$ cat config.mk
export PLATFORM = sky130hd
export DESIGN_NAME = qspi_latency_line
export DESIGN_NICKNAME = d
export VERILOG_FILES = /design/src/rtl/qspi_lat_pkg.sv /design/src/rtl/qspi_lat_cfg_bank.sv /design/src/rtl/qspi_latency_line.sv
export SDC_FILE = /design/constraint.sdc
export NUM_CORES = 1
export LEC_CHECK = 0
export CAP_MARGIN = 20
export CORE_MARGIN = 2
export CORE_UTILIZATION = 58
export DETAILED_ROUTE_END_ITERATION = 8
export GPL_ROUTABILITY_DRIVEN = 0
export PLACE_DENSITY_LB_ADDON = 0.15
export SYNTH_ARGS = -nofsm -noshare
export SYNTH_HDL_FRONTEND = slang
export SYNTH_SLANG_ARGS = --single-unit
$ cat constraint.sdc
create_clock -name clk -period 5.55 [get_ports clk]
set_input_delay 1.11 -clock clk [delete_from_list [all_inputs] [get_ports clk]]
set_output_delay 1.11 -clock clk [all_outputs]
set_load 0.1 [all_outputs]
$ cat src/rtl/qspi_lat_pkg.sv
// Shared helpers for the QSPI read-latency delay line.
// Latency: n/a (constant functions and types only).
// Backpressure: none. The data path is a free-running shift register.
//
// Contents:
//   MAX_CS / CS_IDX_W : limits for the chip-select priority encoder.
//   clamp_lat         : saturates a requested latency at the number of stages.
//   sel_width         : width of a channel index, at least 1 bit.
//   first_set         : index of the lowest set bit, used as the cs_n priority encoder.
package qspi_lat_pkg;

  // The encoder works on a fixed-width request vector. Designs with up to
  // 32 chip selects fit without changes.
  localparam int MAX_CS   = 32;
  localparam int CS_IDX_W = $clog2(MAX_CS);

  function automatic int clamp_lat(input int lat, input int max_lat);
    return (lat > max_lat) ? max_lat : lat;
  endfunction

  function automatic int sel_width(input int n);
    return (n > 1) ? $clog2(n) : 1;
  endfunction

  // Bit 0 has the highest priority. Scanning from the top means the lowest
  // set bit is the one that is written last.
  function automatic logic [CS_IDX_W-1:0] first_set(input logic [MAX_CS-1:0] req);
    logic [CS_IDX_W-1:0] idx;
    idx = '0;
    for (int i = MAX_CS - 1; i >= 0; i--) begin
      if (req[i]) idx = CS_IDX_W'(i);
    end
    return idx;
  endfunction

endpackage

$ cat src/rtl/qspi_lat_cfg_bank.sv
// Per-channel latency registers, with deferred (pending) writes.
// Latency: a write is visible 1 cycle after it is applied. A deferred write
//   is visible 1 cycle after the first cycle in which every chip select is high.
// Backpressure: none. Writes are never refused. A deferred write overwrites
//   any earlier pending value for the same channel.
//
// Ports:
//   clk, rst    : clock; synchronous active-high reset
//   all_desel   : every cs_n is high in this cycle (between transactions)
//   cfg_wr/sel/lat : write strobe, target channel, requested latency
//   lat         : effective latency of each channel
//   cfg_pending : per-channel flag, set while a deferred write is waiting
module qspi_lat_cfg_bank
  import qspi_lat_pkg::*;
#(
  parameter int NUM_CS      = 3,
  parameter int MAX_LAT     = 5,
  parameter int DEFAULT_LAT = 0,
  parameter int LAT_W       = $clog2(MAX_LAT + 1),
  parameter int SEL_W       = sel_width(NUM_CS)
) (
  input  logic                          clk,
  input  logic                          rst,
  input  logic                          all_desel,
  input  logic                          cfg_wr,
  input  logic [SEL_W-1:0]              cfg_sel,
  input  logic [LAT_W-1:0]              cfg_lat,
  output logic [NUM_CS-1:0][LAT_W-1:0]  lat,
  output logic [NUM_CS-1:0]             cfg_pending
);

  logic [LAT_W-1:0]             lat_clamped;
  logic [NUM_CS-1:0]            wr_hit;
  logic [NUM_CS-1:0][LAT_W-1:0] slot;

  assign lat_clamped = LAT_W'(clamp_lat(int'(cfg_lat), MAX_LAT));

  // A cfg_sel value of NUM_CS or more matches no channel, so the write is dropped.
  always_comb begin
    wr_hit = '0;
    for (int i = 0; i < NUM_CS; i++) begin
      wr_hit[i] = cfg_wr && (cfg_sel == SEL_W'(i));
    end
  end

  always_ff @(posedge clk) begin
    if (rst) begin
      for (int i = 0; i < NUM_CS; i++) begin
        lat[i] <= LAT_W'(clamp_lat(DEFAULT_LAT, MAX_LAT));
      end
      slot        <= '0;
      cfg_pending <= '0;
    end else begin
      for (int i = 0; i < NUM_CS; i++) begin
        if (all_desel) begin
          // A write made while the bus is idle has priority over a pending
          // value. It is the newer request.
          if (wr_hit[i]) begin
            lat[i] <= lat_clamped;
          end else if (cfg_pending[i]) begin
            lat[i] <= slot[i];
          end
          cfg_pending[i] <= 1'b0;
        end else if (wr_hit[i]) begin
          slot[i]        <= lat_clamped;
          cfg_pending[i] <= 1'b1;
        end
      end
    end
  end

endmodule

$ cat src/rtl/qspi_latency_line.sv
// Configurable read-latency delay line on the QSPI data-in path. Each chip
//   select has its own latency. The optional contention flag is built when
//   QSPI_LAT_CONTENTION_EN is defined.
// Latency: 0..MAX_LAT cycles, set for each channel. Latency 0 passes data through combinationally.
// Backpressure: none. The line shifts every cycle.
//
// Ports:
//   clk, rst       : clock; synchronous active-high reset
//   data_in        : raw QSPI data from the pads
//   cs_n           : active-low chip selects; bit 0 has the highest priority
//   cfg_wr/sel/lat : latency write strobe, target channel, latency value
//   data_out       : delayed data passed to the controller
//   lat_active     : latency currently applied to data_out
//   cfg_pending    : per-channel flag, set while a deferred write is waiting
//   contention     : sticky flag, set when more than one cs_n was low (tied to 0 without the macro)
module qspi_latency_line
  import qspi_lat_pkg::*;
#(
  parameter int DATA_W      = 4,
  parameter int MAX_LAT     = 5,
  parameter int NUM_CS      = 3,
  parameter int DEFAULT_LAT = 0,
  parameter int LAT_W       = $clog2(MAX_LAT + 1)
) (
  input  logic                          clk,
  input  logic                          rst,
  input  logic [DATA_W-1:0]             data_in,
  input  logic [NUM_CS-1:0]             cs_n,
  input  logic                          cfg_wr,
  input  logic [sel_width(NUM_CS)-1:0]  cfg_sel,
  input  logic [LAT_W-1:0]              cfg_lat,
  output logic [DATA_W-1:0]             data_out,
  output logic [LAT_W-1:0]              lat_active,
  output logic [NUM_CS-1:0]             cfg_pending,
  output logic                          contention
);

  localparam int SEL_W = sel_width(NUM_CS);

  logic [DATA_W-1:0]            stage [MAX_LAT];
  logic [NUM_CS-1:0][LAT_W-1:0] lat;
  logic [SEL_W-1:0]             act_sel;
  logic [SEL_W-1:0]             act_q;
  logic                         all_desel;

  assign all_desel = &cs_n;

  qspi_lat_cfg_bank #(
    .NUM_CS      (NUM_CS),
    .MAX_LAT     (MAX_LAT),
    .DEFAULT_LAT (DEFAULT_LAT),
    .LAT_W       (LAT_W),
    .SEL_W       (SEL_W)
  ) u_cfg_bank (
    .clk         (clk),
    .rst         (rst),
    .all_desel   (all_desel),
    .cfg_wr      (cfg_wr),
    .cfg_sel     (cfg_sel),
    .cfg_lat     (cfg_lat),
    .lat         (lat),
    .cfg_pending (cfg_pending)
  );

  // Delay line. Stale stages are not flushed when the latency changes,
  // because latency changes only happen between transactions.
  always_ff @(posedge clk) begin
    if (rst) begin
      for (int k = 0; k < MAX_LAT; k++) stage[k] <= '0;
    end else begin
      stage[0] <= data_in;
      for (int k = 1; k < MAX_LAT; k++) stage[k] <= stage[k-1];
    end
  end

  // The new channel is selected combinationally, so the tap changes in the
  // same cycle that its cs_n falls. The last channel is held while the bus is idle.
  always_comb begin
    act_sel = act_q;
    if (!all_desel) act_sel = SEL_W'(first_set(MAX_CS'(~cs_n)));
  end

  always_ff @(posedge clk) begin
    if (rst) act_q <= '0;
    else     act_q <= act_sel;
  end

  assign lat_active = lat[act_sel];

  // Tap mux. Latency 0 falls through to the combinational bypass.
  always_comb begin
    data_out = data_in;
    for (int k = 0; k < MAX_LAT; k++) begin
      if (lat_active == LAT_W'(k + 1)) data_out = stage[k];
    end
  end

`ifdef QSPI_LAT_CONTENTION_EN
  logic multi_sel;
  assign multi_sel = $countones(~cs_n) > 1;

  always_ff @(posedge clk) begin
    if (rst)            contention <= 1'b0;
    else if (multi_sel) contention <= 1'b1;
  end
`else
  assign contention = 1'b0;
`endif

endmodule
==> flow_summary_export.csv, run 1 <==
group,metric,value,unit
run_status,outcome,"complete, no violations",
place,dpl_cell_area,0.00221,mm2
detailed_routing,drt_wl_total,4.26,mm
logic_synthesis,mappedNetlistArea,0.00196,mm2
die,rows,21,
final_layout,final_area,0.00226,mm2
final_layout,fillCellCount,290,
sta,final-setup-viol-count,0,
final_layout,final_cells,286,
logic_synthesis,synth_top_family_by_area,"simple AND/OR/NAND/NOR gates",
final_layout,multi_input_area,0.00103,mm2
critical_path,path_max_fanout,11,
final_layout,layout-drive-gt1-share,0.133,
grt,gr-total-overflow,0,
logic_synthesis,yosys_warnings,0,
power,power_switching,167,uW
sta,timing.slew.headroom,0.347,
hold_path,whs_endpoint,"stage[0][6]$_SDFF_PP0_",
grt,grt_pass1_wl,7.09,mm
grt,grtUsageTotal,0.230,
grt,grt_max_degree,44,
power,power.density,254,mW/mm2
final_layout,area_growth,15.3,%
logic_synthesis,synthMuxAreaShare,0.0561,
hold_path,min_path_cells,2,
sta,hold_viol,0,
critical_path,reg2reg_depth,4,
hold_path,hold_path_class,"reg -> reg",
sta,final.setup.tns,0,ns
cts,path_clk_slew,0.11,ns
critical_path,reg2reg_slack,4.43,ns
die,die_height,62.2,um
logic_synthesis,synthCells,218,
critical_path,critical_path_class,"in -> out",
detailed_routing,routedWlPerCell,14.9,um
logic_synthesis,synthTopCellsByCount,"dfxtp_1 (43), nor2_1 (29), nor2b_1 (21), nand2_1 (12)",
logic_synthesis,synth_area_leader_cell,"dfxtp_1",
detailed_routing,routed-via-count,1630,
power,switching_share,0.290,
detailed_routing,firstDrtPassIters,4,
job,maxCapViolCount,0,
die,die_w,62.2,um
die,fp.coreArea,0.00328,mm2
critical_path,r2r-start,"u_cfg_bank.cfg_pending[0]$_SDFFE_PP0P_",
logic_synthesis,synth.avg_cell_area,9.00,um2
cts,cts_setup_buffers,0,
die,io_pins,26,
place,detailedPlace.worstSlack,0.941,ns
hold_path,worstHoldStart,"stage[0][2]$_SDFF_PP0_",
logic_synthesis,synth_area_leaders,"dfxtp_1 (44%), nor2b_1 (6.7%), mux2i_1 (5.6%), nor2_1 (5.5%), a211oi_1 (4.2%)",
cts,cts_resized,0,
logic_synthesis,synth.most_common_cell,"dfxtp_1",
cts,cts_buffer_depth,2,
critical_path,critPathCaptureType,"primary output",
logic_synthesis,synth-edff-count,0,
cts,root_buffer,"clkbuf_4",
logic_synthesis,synth_compound_area_frac,0.218,
critical_path,critical_path_arrival,3.54,ns
power,power.share.sequential,0.560,
cts,insertion_delay,0.36,ns
detailed_routing,antenna_left,0,
logic_synthesis,yosysTopAreaCellShare,0.439,
sta,post-route-period-util,0.837,
logic_synthesis,synth-simple-area-share,0.240,
cts,cts_buffers,5,
place,portBuffers,24,
die,start_util,0.597,
grt,first_global_vias,1591,
critical_path,start_kind,"input port",
critical_path,max_stage_delay,0.54,ns
cts,htreeDepth,2,
sta,fin_ws,0.905,ns
logic_synthesis,ys.flop_type,"dfxtp_1",
power,power.total,575,uW
final_layout,antenna-diode-count,0,
sta,rsz0062_at_grt,"no",
critical_path,timing.rr.end,"u_cfg_bank.lat[0]$_SDFFE_PP0P_",
logic_synthesis,synth_fa_ha_area_frac,0,
logic_synthesis,yosys.cell_types.count,45,
logic_synthesis,synth_seq_area_share,0.439,
critical_path,path_cells,"clkdlybuf4s50_1 > nand2_1 > o21ai_0 > a21o_1 > and2_4 > clkinv_2 > o32ai_1 > a2111oi_4 > buf_4",
critical_path,critPathSlowestCell,"clkdlybuf4s50_1",
sta,worst_pin_slew,0.976,ns
grt,antenna_found_initial,0,
detailed_routing,viasPerCell,5.70,
final_layout,layout.nets,255,
die,die_area,0.00386,mm2
detailed_routing,drc,0,
cts,cts_hold_buf,0,
logic_synthesis,synth_xor_area_frac,0,
sta,min_period,4.65,ns
power,power_frac_clock,0.272,
logic_synthesis,synth_fp_nets,233,
place,dp_cells,279,
power,vdd_drop_max,0.158,mV
power,combPwrFrac,0.169,
place,dp_hpwl,3.11,mm
sta,fmax,215,MHz
cts,clkSinkCount,43,
critical_path,required,4.44,ns
power,intPower,409,uW
sta,drv_slew,0,
final_layout,register_area,861,um2
logic_synthesis,synth-seq-cells,43,
power,power_leakage,0.821,nW
logic_synthesis,async_flop_share,0,
sta,skew,0.0138,ns
cts,cts_tree,"yes",
detailed_routing,detail_route.iter0.violations,111,
## power by group through the flow
stage | logic, mW | clock network [mW] | registers, mW
global route | 0.103 | 0.172 | 0.323
finish | 0.0971 | 0.156 | 0.322
detailed placement | 0.0967 | 0 | 0.329
CTS | 0.0971 | 0.155 | 0.322
floorplan | 0.0649 | 0 | 0.335
global placement | 0.0945 | 0 | 0.329
## stage by stage
step	utilization	hold slack (ns)
after global placement	0.672	0.433
after floorplan	-	0.416
after CTS	0.689	0.463
after global routing	0.689	0.488
final	0.689	0.457
after detailed placement	0.672	0.445
## placed cells by master (no fill, tap or decap), types with 8 or more instances in the layout
cell,synthesis,routed
o21ai_0,8,8
a21oi_1,10,10
clkdlybuf4s50_1,0,17
dfxtp_1,43,43
mux2i_1,11,11
a211oi_1,11,11
nor2_1,29,29
nand2_1,12,12
nor2b_1,21,21
buf_4,1,9
## kinds of logic (layout without fill, tap and decap cells)
family | after synthesis | count (layout)
AND/OR/NAND/NOR | 90 | 90
other | 1 | 1
AO/OA/AOI/OAI | 57 | 57
buffers and inverters | 16 | 38
multiplexers | 11 | 11
flip-flops | 43 | 43
## state kept, by name (all words and copies together), names as in the netlist
| name | flops |
|---|---|
| stage | 20 |
| act_q | 2 |
| u_cfg_bank.lat | 9 |
| u_cfg_bank.slot | 9 |
| u_cfg_bank.cfg_pending | 3 |
## metal layers
metal	up-vias	global-route usage	part of all wire
met5	-	0	0
met1	759	0.255	0.43
li1	817	-	-
met3	8	0.0743	0.051
met4	0	0.0917	0.015
met2	46	0.408	0.51
## critical path, delay by kind of cell
kind            cells  cell delay, ns
buf+inv             3            0.91
compound gates      4            1.14
simple gates        2            0.36
## worst max path at each step
stage,depth (start not counted),end,slack [ns],startpoint
2_1_floorplan,9,data_out[1],0.17,cs_n[1]
3_3_place_gp,9,data_out[0],1.05,cs_n[0]
3_5_place_dp,9,data_out[0],0.94,cs_n[0]
4_1_cts,9,data_out[0],0.93,cs_n[0]
5_1_grt,9,data_out[0],0.75,cs_n[2]
6_report,9,data_out[0],0.90,cs_n[0]
## area by class of cell
type	count	area share
Multi-Input combinational cell	159	0.455
Sequential cell	43	0.381
Timing Repair Buffer	26	0.105
Tap cell	46	0.0254
Clock buffer	6	0.0227
Inverter	5	0.00885
Clock inverter	1	0.00221
(Power assumes the default switching activity.)
==> inputs of run 2 (changes only) <==
--- a/config.mk
+++ b/config.mk
@@ -7,7 +7,7 @@
 export LEC_CHECK = 0
 export CAP_MARGIN = 20
 export CORE_MARGIN = 2
-export CORE_UTILIZATION = 58
+export CORE_UTILIZATION = 54
 export DETAILED_ROUTE_END_ITERATION = 8
 export GPL_ROUTABILITY_DRIVEN = 0
 export PLACE_DENSITY_LB_ADDON = 0.15
==> constraint.sdc (replaced) <==
create_clock -name clk -period 4.3 [get_ports clk]
set_input_delay 0.86 -clock clk [delete_from_list [all_inputs] [get_ports clk]]
set_output_delay 0.86 -clock clk [all_outputs]
set_load 0.1 [all_outputs]
==> flow_summary_export.csv, run 2 (synthesized netlist as in run 1, its figures left out) <==
group,metric,value,unit
place,detailedPlace.worstSlack,0.229,ns
critical_path,start_kind,"input port",
die,die_height,64.3,um
grt,busiest_layer,"met2",
final_layout,final_cells,287,
final_layout,reg_top3,"stage (20), u_cfg_bank.lat (9), u_cfg_bank.slot (9)",
final_layout,area_growth,19.0,%
run_status,outcome,"complete, no violations",
final_layout,fillCellCount,286,
critical_path,critPathCaptureType,"primary output",
die,rows,21,
cts,root_buffer,"clkbuf_4",
sta,drv_slew,0,
cts,insertion_delay,0.36,ns
sta,skew,0.00788,ns
detailed_routing,drc,0,
power,vdd_drop_max,0.218,mV
job,maxCapViolCount,0,
final_layout,multi_input_area,0.00103,mm2
power,power_leakage,0.829,nW
sta,min_period,4.14,ns
detailed_routing,routedWlPerCell,14.6,um
critical_path,critical_path_arrival,3.28,ns
final_layout,layout_commonest_cell,"dfxtp_1",
sta,timing.slew.headroom,0.346,
cts,cts_resized,0,
cts,cts_hold_buf,0,
grt,grtUsageMet3,0.0387,
final_layout,utilization,0.684,
die,die_area,0.00413,mm2
place,dp_cells,279,
final_layout,largest_reg_flops,20,
die,io_pins,26,
die,start_util,0.574,
grt,gr-total-overflow,0,
detailed_routing,detail_route.iter0.violations,115,
detailed_routing,drt_wl_total,4.19,mm
place,dp_hpwl,3.11,mm
cts,cts_buffers,5,
sta,rsz0062_at_grt,"no",
grt,grtUsageTotal,0.224,
detailed_routing,routed-via-count,1642,
grt,met1_usage,0.250,
grt,use_met2,0.400,
final_layout,layout-drive-gt1-share,0.133,
detailed_routing,viasPerCell,5.72,
grt,grt_pass1_wl,7.13,mm
cts,clkSinkCount,43,
cts,htreeDepth,2,
sta,final-setup-viol-count,0,
cts,cts_tree,"yes",
critical_path,path_max_fanout,11,
grt,first_global_vias,1601,
critical_path,required,3.44,ns
grt,grt_max_degree,44,
sta,hold_viol,0,
final_layout,layout.nets,255,
cts,cts_setup_buffers,0,
detailed_routing,firstDrtPassIters,4,
final_layout,antenna-diode-count,0,
sta,holdWs,0.463,ns
grt,antenna_found_initial,0,
cts,cts_buffer_depth,2,
final_layout,top_register,"stage",
sta,fin_ws,0.164,ns
die,fp.coreArea,0.00342,mm2
final_layout,mostFrequentLayoutCells,"dfxtp_1 (43), nor2_1 (29), nor2b_1 (21)",
power,power.density,317,mW/mm2
sta,post-route-period-util,0.962,
die,die_w,64.3,um
final_layout,register_area,861,um2
critical_path,reg2reg_slack,3.18,ns
cts,path_clk_slew,0.11,ns
detailed_routing,antenna_left,0,
sta,worst_pin_slew,0.977,ns
hold_path,hold_path_class,"reg -> reg",
critical_path,critical_path_class,"in -> out",
sta,fmax,242,MHz
place,portBuffers,24,
-- run 2: cell types whose count changed in the layout (fill, tap and decap cells not counted) --
cell,change
buf_12,+6
buf_4,-6
clkbuf_1,+2
clkbuf_8,-1
clkinvlp_4,+1
inv_1,-1
-- run 2: path summary, 6_finish.rpt --
check                                         start                             end  cells past startpoint
max                                         cs_n[0]                     data_out[0]                      9
min                          stage[0][2]$_SDFF_PP0_          stage[0][6]$_SDFF_PP0_                      2
max reg2reg  u_cfg_bank.cfg_pending[0]$_SDFFE_PP0P_  u_cfg_bank.lat[0]$_SDFFE_PP0P_                      4
min reg2reg                  stage[0][2]$_SDFF_PP0_          stage[0][6]$_SDFF_PP0_                      2
-- run 2: power breakdown --
part	leakage [nW]	switching, mW	internal (mW)
sequential	0.350	0.00595	0.410
clock	0.0293	0.124	0.0638
combinational	0.450	0.0854	0.0510
total	0.829	0.216	0.525
-- run 2: critical path, cell delays in order --
cell and delay [ns]:
clkdlybuf4s50_1 0.54, nand2_1 0.11, o21ai_0 0.25, a21o_1 0.35, and2_4 0.23, clkinv_2 0.13
o32ai_1 0.44, a2111oi_4 0.15, buf_12 0.19
-- run 2: layout make-up --
| cell class | instances | area share |
|---|---|---|
| inverter | 5 | 0.0102 |
| tap | 46 | 0.0247 |
| clock inverter | 1 | 0.00214 |
| multi-input combinational | 159 | 0.441 |
| timing repair buffer | 26 | 0.134 |
| sequential | 43 | 0.369 |
| clock buffer | 7 | 0.0193 |
-- run 2: per-stage QoR --
stage	power, mW	setup TNS [ns]	cell area, um2
floorplan	0.516	-0.968	1980
global placement	0.558	0	2280
detailed placement	0.560	0	2280
CTS	0.745	0	2330
global route	0.771	0	2330
finish	0.740	0	2330
-- run 2: per-layer routing --
layer / vias to the layer above / part of all wire
met5: - / 0
met4: 0 / 0.030
met3: 12 / 0.044
met2: 45 / 0.49
met1: 758 / 0.44
li1: 827 / -
